===== src/rtl/bram32_arbiter_if.sv =====
// rtl/bram32_arbiter_if.sv - requester and BRAM pin bundle for bram32_arbiter
interface bram32_arbiter_if #(
    parameter int AW = 9
);
    logic          i_a_req;
    logic [AW-1:0] i_a_addr;
    logic          o_a_gnt;
    logic          o_a_rvalid;
    logic [31:0]   o_a_rdata;
    logic          i_b_req;
    logic [AW-1:0] i_b_addr;
    logic          i_b_we;
    logic [31:0]   i_b_wdata;
    logic [2:0]    i_b_subaddr;
    logic          o_b_gnt;
    logic          o_b_rvalid;
    logic [31:0]   o_b_rdata;
    logic [AW-1:0] o_mem_addr;
    logic          o_mem_we;
    logic [31:0]   o_mem_wdata;
    logic [2:0]    o_mem_subaddr;
    logic [31:0]   i_mem_rdata;

    modport slave (
        input  i_a_req, i_a_addr, i_b_req, i_b_addr, i_b_we, i_b_wdata, i_b_subaddr,
        input  i_mem_rdata,
        output o_a_gnt, o_a_rvalid, o_a_rdata, o_b_gnt, o_b_rvalid, o_b_rdata,
        output o_mem_addr, o_mem_we, o_mem_wdata, o_mem_subaddr
    );

    modport master (
        output i_a_req, i_a_addr, i_b_req, i_b_addr, i_b_we, i_b_wdata, i_b_subaddr,
        output i_mem_rdata,
        input  o_a_gnt, o_a_rvalid, o_a_rdata, o_b_gnt, o_b_rvalid, o_b_rdata,
        input  o_mem_addr, o_mem_we, o_mem_wdata, o_mem_subaddr
    );
endinterface


===== src/rtl/bram32_arbiter.sv =====
// rtl/bram32_arbiter.sv - two-port arbiter sharing one single-port bram32
module bram32_arbiter #(
    parameter int DEPTH    = 512,
    parameter int ARB_MODE = 0,
    parameter int MAX_WAIT = 4
) (
    input  logic               i_clk,
    input  logic               i_rst_n,
    bram32_arbiter_if.slave    bus
);
    localparam int ADDR_WIDTH = $clog2(DEPTH);
    localparam logic [3:0] WAIT_MAX = 4'(MAX_WAIT);

    typedef enum logic {PORT_A = 1'b0, PORT_B = 1'b1} port_e;

    port_e                 rr_last_q, rr_last_d;
    logic [3:0]            b_wait_q, b_wait_d;
    logic                  a_rvalid_q, a_rvalid_d;
    logic                  b_rvalid_q, b_rvalid_d;
    logic                  b_wr_q, b_wr_d;
    logic                  gnt_a, gnt_b, contend, a_wins;
    logic                  a_rv, b_rv;
    logic [ADDR_WIDTH-1:0] mem_addr;

    always_comb begin
        contend    = bus.i_a_req & bus.i_b_req;
        a_wins     = (ARB_MODE == 0) ? (rr_last_q == PORT_B) : (b_wait_q != WAIT_MAX);
        gnt_a      = i_rst_n & bus.i_a_req & (~bus.i_b_req | a_wins);
        gnt_b      = i_rst_n & bus.i_b_req & (~bus.i_a_req | ~a_wins);

        rr_last_d  = rr_last_q;
        if (contend && i_rst_n) begin
            rr_last_d = gnt_b ? PORT_B : PORT_A;
        end

        // Counts consecutive lost cycles; any B grant or dropped request restarts it.
        b_wait_d   = 4'd0;
        if (bus.i_b_req && !gnt_b) begin
            b_wait_d = (b_wait_q == WAIT_MAX) ? b_wait_q : b_wait_q + 4'd1;
        end

        a_rvalid_d = gnt_a;
        b_rvalid_d = gnt_b;
        b_wr_d     = gnt_b & bus.i_b_we;
    end

    always_ff @(posedge i_clk) begin
        if (!i_rst_n) begin
            rr_last_q  <= PORT_B;
            b_wait_q   <= 4'd0;
            a_rvalid_q <= 1'b0;
            b_rvalid_q <= 1'b0;
            b_wr_q     <= 1'b0;
        end else begin
            rr_last_q  <= rr_last_d;
            b_wait_q   <= b_wait_d;
            a_rvalid_q <= a_rvalid_d;
            b_rvalid_q <= b_rvalid_d;
            b_wr_q     <= b_wr_d;
        end
    end

    // Responses in flight are suppressed while reset is held so they never surface.
    assign a_rv     = a_rvalid_q & i_rst_n;
    assign b_rv     = b_rvalid_q & i_rst_n;
    assign mem_addr = gnt_b ? bus.i_b_addr : bus.i_a_addr;

    assign bus.o_a_gnt       = gnt_a;
    assign bus.o_b_gnt       = gnt_b;
    assign bus.o_a_rvalid    = a_rv;
    assign bus.o_b_rvalid    = b_rv;
    assign bus.o_a_rdata     = a_rv ? bus.i_mem_rdata : 32'd0;
    assign bus.o_b_rdata     = (b_rv && !b_wr_q) ? bus.i_mem_rdata : 32'd0;
    assign bus.o_mem_addr    = mem_addr;
    assign bus.o_mem_we      = gnt_b & bus.i_b_we;
    assign bus.o_mem_wdata   = gnt_b ? bus.i_b_wdata : 32'd0;
    assign bus.o_mem_subaddr = gnt_b ? bus.i_b_subaddr : 3'd0;
endmodule


===== src/flat_wrapper.sv =====
// flat-port wrapper written by rule: the top's interface ports become plain ports
module bram32_arbiter_flat 
#(
    parameter int DEPTH    = 512,
    parameter int ARB_MODE = 0,
    parameter int MAX_WAIT = 4
)
  (i_clk, i_rst_n, bus_i_a_req, bus_i_a_addr, bus_i_b_req, bus_i_b_addr, bus_i_b_we, bus_i_b_wdata, bus_i_b_subaddr, bus_i_mem_rdata, bus_o_a_gnt, bus_o_a_rvalid, bus_o_a_rdata, bus_o_b_gnt, bus_o_b_rvalid, bus_o_b_rdata, bus_o_mem_addr, bus_o_mem_we, bus_o_mem_wdata, bus_o_mem_subaddr);
  bram32_arbiter_if #(.AW(9)) bus_i ();
  input  logic i_clk;
  input  logic i_rst_n;
  input wire logic [$bits(bus_i.i_a_req)-1:0] bus_i_a_req;
  input wire logic [$bits(bus_i.i_a_addr)-1:0] bus_i_a_addr;
  input wire logic [$bits(bus_i.i_b_req)-1:0] bus_i_b_req;
  input wire logic [$bits(bus_i.i_b_addr)-1:0] bus_i_b_addr;
  input wire logic [$bits(bus_i.i_b_we)-1:0] bus_i_b_we;
  input wire logic [$bits(bus_i.i_b_wdata)-1:0] bus_i_b_wdata;
  input wire logic [$bits(bus_i.i_b_subaddr)-1:0] bus_i_b_subaddr;
  input wire logic [$bits(bus_i.i_mem_rdata)-1:0] bus_i_mem_rdata;
  output wire logic [$bits(bus_i.o_a_gnt)-1:0] bus_o_a_gnt;
  output wire logic [$bits(bus_i.o_a_rvalid)-1:0] bus_o_a_rvalid;
  output wire logic [$bits(bus_i.o_a_rdata)-1:0] bus_o_a_rdata;
  output wire logic [$bits(bus_i.o_b_gnt)-1:0] bus_o_b_gnt;
  output wire logic [$bits(bus_i.o_b_rvalid)-1:0] bus_o_b_rvalid;
  output wire logic [$bits(bus_i.o_b_rdata)-1:0] bus_o_b_rdata;
  output wire logic [$bits(bus_i.o_mem_addr)-1:0] bus_o_mem_addr;
  output wire logic [$bits(bus_i.o_mem_we)-1:0] bus_o_mem_we;
  output wire logic [$bits(bus_i.o_mem_wdata)-1:0] bus_o_mem_wdata;
  output wire logic [$bits(bus_i.o_mem_subaddr)-1:0] bus_o_mem_subaddr;
  assign bus_i.i_a_req = bus_i_a_req;
  assign bus_i.i_a_addr = bus_i_a_addr;
  assign bus_i.i_b_req = bus_i_b_req;
  assign bus_i.i_b_addr = bus_i_b_addr;
  assign bus_i.i_b_we = bus_i_b_we;
  assign bus_i.i_b_wdata = bus_i_b_wdata;
  assign bus_i.i_b_subaddr = bus_i_b_subaddr;
  assign bus_i.i_mem_rdata = bus_i_mem_rdata;
  assign bus_o_a_gnt = bus_i.o_a_gnt;
  assign bus_o_a_rvalid = bus_i.o_a_rvalid;
  assign bus_o_a_rdata = bus_i.o_a_rdata;
  assign bus_o_b_gnt = bus_i.o_b_gnt;
  assign bus_o_b_rvalid = bus_i.o_b_rvalid;
  assign bus_o_b_rdata = bus_i.o_b_rdata;
  assign bus_o_mem_addr = bus_i.o_mem_addr;
  assign bus_o_mem_we = bus_i.o_mem_we;
  assign bus_o_mem_wdata = bus_i.o_mem_wdata;
  assign bus_o_mem_subaddr = bus_i.o_mem_subaddr;
  bram32_arbiter #(.DEPTH(DEPTH), .ARB_MODE(ARB_MODE), .MAX_WAIT(MAX_WAIT)) u_core (.i_clk(i_clk), .i_rst_n(i_rst_n), .bus(bus_i));
endmodule

===== config.mk =====
export PLATFORM = sky130hd
export DESIGN_NAME = bram32_arbiter_flat
export DESIGN_NICKNAME = d
export VERILOG_FILES = /design/src/rtl/bram32_arbiter_if.sv /design/src/rtl/bram32_arbiter.sv /design/src/flat_wrapper.sv
export SDC_FILE = /design/constraint.sdc
export NUM_CORES = 1
export LEC_CHECK = 0
export BUFFER_PORTS_ARGS = -buffer_cell sky130_fd_sc_hd__buf_2
export CAP_MARGIN = 10
export CORE_AREA = 4 4 77 79
export CTS_BUF_LIST = sky130_fd_sc_hd__clkbuf_4 sky130_fd_sc_hd__clkbuf_8
export CTS_CLUSTER_SIZE = 28
export DETAILED_ROUTE_END_ITERATION = 10
export DIE_AREA = 0 0 81 83
export PLACE_DENSITY = 0.65
export SETUP_SLACK_MARGIN = 0.4
export SLEW_MARGIN = 20
export SYNTH_ARGS = -nofsm -noshare
export SYNTH_HDL_FRONTEND = slang
export SYNTH_SLANG_ARGS = --single-unit
export TNS_END_PERCENT = 100

===== constraint.sdc =====
create_clock -name i_clk -period 1.7 [get_ports i_clk]
set_input_delay 0.085 -clock i_clk [delete_from_list [all_inputs] [get_ports i_clk]]
set_output_delay 0.085 -clock i_clk [all_outputs]
set_load 0.005 [all_outputs]

==> results of run 1 <==
cell type report:
type,count,area share [%]
Timing Repair Buffer,213,52.03
Multi-Input combinational cell,154,38.21
Tap cell,72,4.063
Sequential cell,4,3.668
Clock buffer,3,1.862
Inverter,1,0.1693
state kept, by name (all words and copies together) (netlist names):
name / count
u_core.a_rvalid_q: 1
u_core.b_wr_q: 1
u_core.a_wins: 1
u_core.b_rvalid_q: 1
path summary, 6_finish.rpt:
| kind | slack, ns | to | cells after the start | start |
|---|---|---|---|---|
| setup reg to reg | 0.70 | u_core.b_wr_q | 4 | u_core.a_wins |
| hold / removal | 0.09 | u_core.b_wr_q | 2 | bus_i_b_we |
| hold reg to reg | 0.50 | u_core.b_rvalid_q | 1 | u_core.a_wins |
| setup / recovery | 0.26 | bus_o_mem_addr[5] | 4 | u_core.a_wins |
metrics by stage:
| step | util, % | hold slack [ns] | power [W] | cells |
|---|---|---|---|---|
| after floorplan | - | 0.1785 | 0.0002525 | 177 |
| after global placement | 39.01 | 0.3077 | 0.0004646 | 439 |
| after detailed placement | 39.01 | 0.3142 | 0.0004669 | 439 |
| after CTS | 41.21 | 0.09297 | 0.0006970 | 445 |
| after global routing | 41.54 | 0.1025 | 0.0007546 | 447 |
| final | 41.54 | 0.09276 | 0.0006901 | 447 |
cell usage after synthesis:
cell type / n / area (um^2)
sky130_fd_sc_hd__o21ai_0: 1 / 5.000
sky130_fd_sc_hd__nand2_1: 34 / 127.6
sky130_fd_sc_hd__buf_2: 3 / 15.01
sky130_fd_sc_hd__buf_4: 4 / 30.03
sky130_fd_sc_hd__buf_1: 2 / 7.510
sky130_fd_sc_hd__inv_1: 1 / 3.750
sky130_fd_sc_hd__and3_1: 33 / 206.5
sky130_fd_sc_hd__a21oi_2: 1 / 8.760
sky130_fd_sc_hd__and2_1: 39 / 244.0
sky130_fd_sc_hd__mux2_2: 9 / 101.4
sky130_fd_sc_hd__dfxtp_1: 4 / 80.08
sky130_fd_sc_hd__nand2b_1: 1 / 6.260
sky130_fd_sc_hd__nor2_1: 32 / 120.1
sky130_fd_sc_hd__a21oi_1: 4 / 20.02
sky130_fd_sc_hd__clkbuf_1: 9 / 33.78
power by group through the flow:
| stage | Clock (W) | Sequential, W | Combinational [W] |
|---|---|---|---|
| after floorplan | 0 | 0.000104 | 0.000148 |
| after global placement | 0 | 0.000104 | 0.000360 |
| after detailed placement | 0 | 0.000104 | 0.000362 |
| after CTS | 0.000207 | 0.000104 | 0.000386 |
| after global routing | 0.000220 | 0.000104 | 0.000430 |
| final | 0.000201 | 0.000104 | 0.000386 |
worst max-delay path, delay by kind of cell, from the launching register on:
family	cells	cell delay [ns]
flip-flops	1	0.34
multiplexers	1	0.34
buffers and inverters	2	0.29
AO/OA/AOI/OAI	1	0.17
cell families (layout without fill, tap and decap cells):
group / after synthesis / count (layout) / synth area share, %
AO/OA/AOI/OAI: 6 / 6 / 3.345
buffers and inverters: 19 / 217 / 8.921
flip-flops: 4 / 4 / 7.931
multiplexers: 9 / 9 / 10.04
AND/OR/NAND/NOR: 139 / 139 / 69.76
per-layer routing:
layer,wire length [um],GRT usage [%],up-vias
met1,2092,16.67,784
li1,-,-,962
met4,190,7.680,0
met2,2875,29.50,123
met5,0,0,-
met3,779,5.098,12
cells in the final DEF, fill, tap and decap left out:
cell type                    n
sky130_fd_sc_hd__buf_2     202
sky130_fd_sc_hd__and2_1     39
sky130_fd_sc_hd__nand2_1    34
sky130_fd_sc_hd__and3_1     33
sky130_fd_sc_hd__nor2_1     32
sky130_fd_sc_hd__mux2_2      9
sky130_fd_sc_hd__buf_4       6
sky130_fd_sc_hd__a21oi_1     4
sky130_fd_sc_hd__clkbuf_8    3
sky130_fd_sc_hd__dfxtp_1     3
sky130_fd_sc_hd__buf_16      2
sky130_fd_sc_hd__buf_6       2
sky130_fd_sc_hd__a21oi_4     1
sky130_fd_sc_hd__nand2b_1    1
sky130_fd_sc_hd__inv_1       1
sky130_fd_sc_hd__o21ai_0     1
sky130_fd_sc_hd__buf_12      1
sky130_fd_sc_hd__dfxtp_2     1
timing repair:
| action | CTS | global route |
|---|---|---|
| gates resized for setup | 3 | 3 |
| gates cloned | 2 | 0 |
| setup buffers | 1 | 2 |
| pin swaps | 1 | 1 |
| endpoints found under the setup margin | 17 | 75 |
==> results.py, run 1 <==
metrics = {
    "logic_synthesis": {
        "synth-seq-cells": 4,
        "syn-num-nets": 267,
        "ys_seq_area_share_pct": 7.931,
        "post_synth_inst_count": 177,
        "post_synthesis_area_per_instance_um2": 5.705,
        "synth.distinct_cells": 15,
        "cell_area_after_synthesis_um2": 1010,
        "yosys_warnings": 0,
    },
    "floorplan": {
        "io-pin-count": 203,
        "design.core.area_um2": 5338,
        "die_area_um2": 6723,
        "chipWidth_um": 81,
        "floorplan_row_count": 27,
        "die_height_um": 83,
        "initial_core_util_pct": 18.92,
    },
    "global_route": {
        "track_usage_pct": 16.37,
        "grt_max_degree": 42,
        "antenna_found_initial": 0,
        "grt_pass1_wl_mm": 8.818,
        "final_global_route_overflow_total": 0,
        "via_count_of_the_first_global_routing_pass": 1823,
    },
    "setup_path": {
        "worst-endpoint-required_ns": 1.62,
        "worst_setup_path_end_kind": "output pin",
        "crit_chain": "a21oi_4, buf_12, mux2_2, buf_2",
        "cpPeakStageDelay_ns": 0.34,
        "cpMaxStageDelayCell": "sky130_fd_sc_hd__dfxtp_2",
        "crit_fanout": 12,
        "timing.critical_path.arrival_ns": 1.35,
        "cp-start-kind": "register",
        "worst-setup-path-type": "reg -> out",
    },
    "sta": {
        "f_max_mhz": 696.3,
        "worst_pin_slew_ns": 0.3091,
        "setup_viol_count_final": 0,
        "timing.final.crit_period_ns": 1.436,
        "rsz0062_at_grt": "yes",
        "final_hold_viol_count": 0,
        "setup_slack_ns": 0.2638,
        "fin_setup_tns_ns": 0,
        "post-route-period-util_pct": 84.48,
        "max-slew-margin-rel_pct": 79.39,
        "slew_viol_final": 0,
        "finClkSkew_ns": 0.002792,
    },
    "clock_network": {
        "clock_path_buffers": 2,
        "tritoncts": "yes",
        "cts_made_buffers": 3,
        "clk_latency_ns": 0.22,
        "clock_tree.htree_level_count": 1,
        "cts_sinks": 4,
        "clk_slew_on_worst_s_h_paths_ns": 0.03,
        "clock_tree.root_cell": "sky130_fd_sc_hd__clkbuf_8",
        "cts_hold_buffers": 0,
    },
    "pwr": {
        "switching_share_pct": 33.09,
        "power_frac_seq_pct": 15.0,
        "vdd_ir_drop_max_uv": 173.3,
        "power_per_cell_area_nw_per_um2": 311.3,
        "pwr-share-comb_pct": 55.9,
        "switching_power_w": 0.0002284,
        "leakage_power_nw": 1.549,
        "fraction_of_power_consumed_by_the_clock_network_pct": 29.1,
        "internal-power_w": 0.0004617,
    },
    "layout": {
        "syn_to_final_growth_pct": 119.6,
        "post_route_cells_drive_above_1_share_pct": 60.53,
        "num-nets-final": 467,
        "layout.cell_area.non_filler_um2": 2217,
        "multi_input_area_um2": 847.1,
        "n_diodes": 0,
        "final.fill_count": 603,
        "layout.area.seq_um2": 81.33,
    },
    "place": {
        "detailedPlacementHpwl_mm": 4.900,
        "placed_area_um2": 2082,
        "preCtsSetupSlack_ns": 0.3975,
        "port-buffer-count": 202,
        "gpl.final_weighted_congestion": 0.9089,
    },
    "flow_run": {
        "cap_violations": 0,
    },
    "drt": {
        "pre_repair_dr_iteration_count": 4,
        "drc": 0,
        "detailroute.via_count": 1881,
        "route.antenna.remaining_nets": 0,
        "first_iter_violations": 70,
        "wl_per_cell_um": 13.28,
        "vias_per_cell": 4.208,
        "finalWirelength_mm": 5.938,
    },
    "outcome": {
        "outcome": "finished, final reports clean",
    },
    "min_path": {
        "timing.hold.worst.class": "in -> reg",
    },
}
No activity file was read; power rests on OpenSTA's default activity.
==> run 2: changes to the inputs <==
Settings changed: ABC_AREA set to 1, CORE_AREA 4 4 77 79 to 4 4 76 78, DIE_AREA 0 0 81 83 to 0 0 80 82, PLACE_DENSITY 0.65 to 0.72.
Clock period 1.7 ns to 1.3 ns, I/O delays scaled along.
==> run 2 against run 1 <==
  * Flip-flop and latch count unchanged
  * The run now ends with negative setup slack left
  * Die area decreased by 2.4%
  * Critical path depth increased by 3
  * Highest routed layer unchanged
==> results.py, run 2 <==
metrics = {
    "floorplan": {
        "io-pin-count": 203,
        "chipWidth_um": 80,
        "design.core.area_um2": 5075,
        "die_area_um2": 6560,
        "die_height_um": 82,
        "floorplan_row_count": 26,
        "initial_core_util_pct": 21.99,
    },
    "logic_synthesis": {
        "post_synth_inst_count": 231,
        "synth.top_cell.area_share_pct": 27.24,
        "yosys_warnings": 0,
        "synth-seq-cells": 4,
        "synth_top_flop_cell": "sky130_fd_sc_hd__dfxtp_1",
        "most_frequent_cell_after_synthesis": "sky130_fd_sc_hd__nor2_1",
        "cell_area_after_synthesis_um2": 1116,
        "synthTopCellsByArea": "sky130_fd_sc_hd__nor2_1 (27%), sky130_fd_sc_hd__inv_1 (25%), sky130_fd_sc_hd__nor2_4 (10%), sky130_fd_sc_hd__nand2_1 (8.1%), sky130_fd_sc_hd__dfxtp_1 (7.2%)",
        "ys_seq_area_share_pct": 7.175,
        "proportion_of_register_bits_with_asynchronous_set_or_reset_after_synthesis_pct": 0,
        "synth_top_cells_by_count": "sky130_fd_sc_hd__nor2_1 (81), sky130_fd_sc_hd__inv_1 (73), sky130_fd_sc_hd__nand2_1 (24), sky130_fd_sc_hd__nand3_1 (11)",
        "post_synthesis_area_per_instance_um2": 4.831,
        "synth-edff-count": 0,
        "synth.distinct_cells": 15,
        "syn-num-nets": 321,
        "synth_top_cell_by_area": "sky130_fd_sc_hd__nor2_1",
    },
    "outcome": {
        "outcome": "finished, violations left",
        "failed_checks": "negative setup slack",
    },
    "place": {
        "detailedPlacementHpwl_mm": 4.236,
        "gpl.final_weighted_congestion": 0.7032,
        "port-buffer-count": 202,
        "placed_area_um2": 2287,
    },
    "setup_path": {
        "worst_setup_path_end_kind": "output pin",
        "timing.critical_path.arrival_ns": 1.24,
        "crit_fanout": 7,
        "cp-start-kind": "register",
        "worst-endpoint-required_ns": 1.24,
        "worst-setup-path-type": "reg -> out",
    },
    "sta": {
        "post-route-period-util_pct": 100.0,
        "final_hold_viol_count": 0,
        "setup_slack_ns": -0.0002995,
        "slew_viol_final": 0,
        "final.hold.worst_slack_ns": 0.08229,
        "worst_pin_slew_ns": 0.1743,
        "setup_viol_count_final": 1,
        "finClkSkew_ns": 0.0004930,
        "timing.final.crit_period_ns": 1.300,
        "rsz0062_at_grt": "yes",
        "max-slew-margin-rel_pct": 88.34,
        "f_max_mhz": 769.1,
    },
    "clock_network": {
        "cts_sinks": 4,
        "cts_made_buffers": 3,
        "cts_hold_buffers": 0,
        "clock_tree.root_cell": "sky130_fd_sc_hd__clkbuf_8",
        "tritoncts": "yes",
        "clock_tree.htree_level_count": 1,
        "clock_path_buffers": 2,
        "clk_latency_ns": 0.22,
        "clk_slew_on_worst_s_h_paths_ns": 0.03,
    },
    "global_route": {
        "via_count_of_the_first_global_routing_pass": 1886,
        "grt_pass1_wl_mm": 8.314,
        "track_usage_pct": 15.76,
        "grt_max_degree": 34,
        "antenna_found_initial": 0,
        "final_global_route_overflow_total": 0,
    },
    "pwr": {
        "power_per_cell_area_nw_per_um2": 377.4,
        "p_total_w": 0.001164,
        "vdd_ir_drop_max_uv": 300.7,
        "leakage_power_nw": 2.004,
    },
    "layout": {
        "layout.cell_area.non_filler_um2": 3085,
        "post_route_cells_drive_above_1_share_pct": 73.44,
        "most_frequent_cells_in_the_layout": "sky130_fd_sc_hd__buf_2 (196), sky130_fd_sc_hd__inv_1 (70), sky130_fd_sc_hd__nor2_4 (48)",
        "num-nets-final": 540,
        "final_common_cell": "sky130_fd_sc_hd__buf_2",
        "n_diodes": 0,
        "syn_to_final_growth_pct": 176.5,
    },
    "flow_run": {
        "cap_violations": 0,
    },
    "drt": {
        "drc": 0,
        "vias_per_cell": 3.979,
        "finalWirelength_mm": 6.087,
        "first_iter_violations": 36,
        "detailroute.via_count": 2061,
        "route.antenna.remaining_nets": 0,
        "pre_repair_dr_iteration_count": 2,
        "wl_per_cell_um": 11.75,
    },
    "min_path": {
        "timing.hold.worst.class": "in -> reg",
    },
}
## run 2: cell types whose count changed in the layout (fill, tap and decap cells not counted), sizes merged, moves of 8 or more
cell / before / now
and2: 39 / 0
and3: 33 / 0
buf: 213 / 224
inv: 1 / 73
mux2: 9 / 0
nand2: 34 / 26
nand3: 0 / 11
nor2: 32 / 101
## run 2: layer usage
metal  vias to the layer above  global-route usage (%)  wire length (um)
met2                       121                   32.53              3381
met3                         6                   3.947               597
met4                         0                   4.561                57
met1                       870                   15.15              2050
met5                         -                       0                 0
li1                       1064                       -                 -
## run 2: where the power goes
part | total (W) | internal, W | switching, W | leakage (nW)
Sequential | 0.000135 | 0.000131 | 0.00000385 | 0.0330
Clock | 0.000262 | 0.000197 | 0.0000645 | 0.0216
Combinational | 0.000767 | 0.000392 | 0.000376 | 1.95
Total | 0.00116 | 0.000720 | 0.000444 | 2.00
## run 2: worst max-delay path, stage by stage, from the launching register on
cell and delay, ns:
sky130_fd_sc_hd__dfxtp_2 0.33, sky130_fd_sc_hd__nand2_4 0.10, sky130_fd_sc_hd__nand2_8 0.10, sky130_fd_sc_hd__buf_12 0.15, sky130_fd_sc_hd__buf_16 0.14, sky130_fd_sc_hd__nand2_4 0.06
sky130_fd_sc_hd__nand2_2 0.04, sky130_fd_sc_hd__buf_6 0.11
## run 2: path summary, 6_finish.rpt
| kind | to | cells past startpoint | from | slack [ns] |
|---|---|---|---|---|
| setup reg to reg | u_core.b_rvalid_q | 6 | u_core.a_wins | 0.27 |
| hold reg to reg | u_core.a_wins | 3 | u_core.a_wins | 0.60 |
| setup / recovery | bus_o_mem_addr[7] | 7 | u_core.a_wins | -0.0003 |
| hold / removal | u_core.a_rvalid_q | 2 | bus_i_b_req | 0.08 |
## run 2: area by class of cell
type                    instances  area, um^2
inverters                      74       281.5
repair buffers                226        1535
multi-input cells             141        1057
flip-flops and latches          4       82.58
well taps                      70       87.58
clock buffers                   3       41.29
fillers                       454        1989
## run 2: cells by family (layout without fill, tap and decap cells)
family / after synthesis / in the layout / share of synthesized area (%)
flip-flops: 4 / 4 / 7.175
buffers and inverters: 86 / 303 / 34.30
AND/OR/NAND/NOR: 139 / 139 / 57.62
AO/OA/AOI/OAI: 2 / 2 / 0.8969
## run 2: stage by stage
step / utilization, % / setup WS, ns / setup TNS [ns] / instances
2_1_floorplan: - / 0.3417 / 0 / 231
3_3_place_gp: 45.07 / 0.1856 / 0 / 495
3_5_place_dp: 45.07 / 0.1706 / 0 / 495
4_1_cts: 55.94 / -0.005168 / -0.01245 / 514
5_1_grt: 60.80 / -0.06392 / -2.701 / 518
6_report: 60.80 / -0.0002995 / -0.0002995 / 518
## run 2: timing repair
action | CTS | global route
gates resized for setup | 62 | 42
buffers inserted | 9 | 1
hold endpoints to repair | 0 | 0
pin swaps | 2 | 2
gates cloned | 7 | 3
setup endpoints to repair | 113 | 113
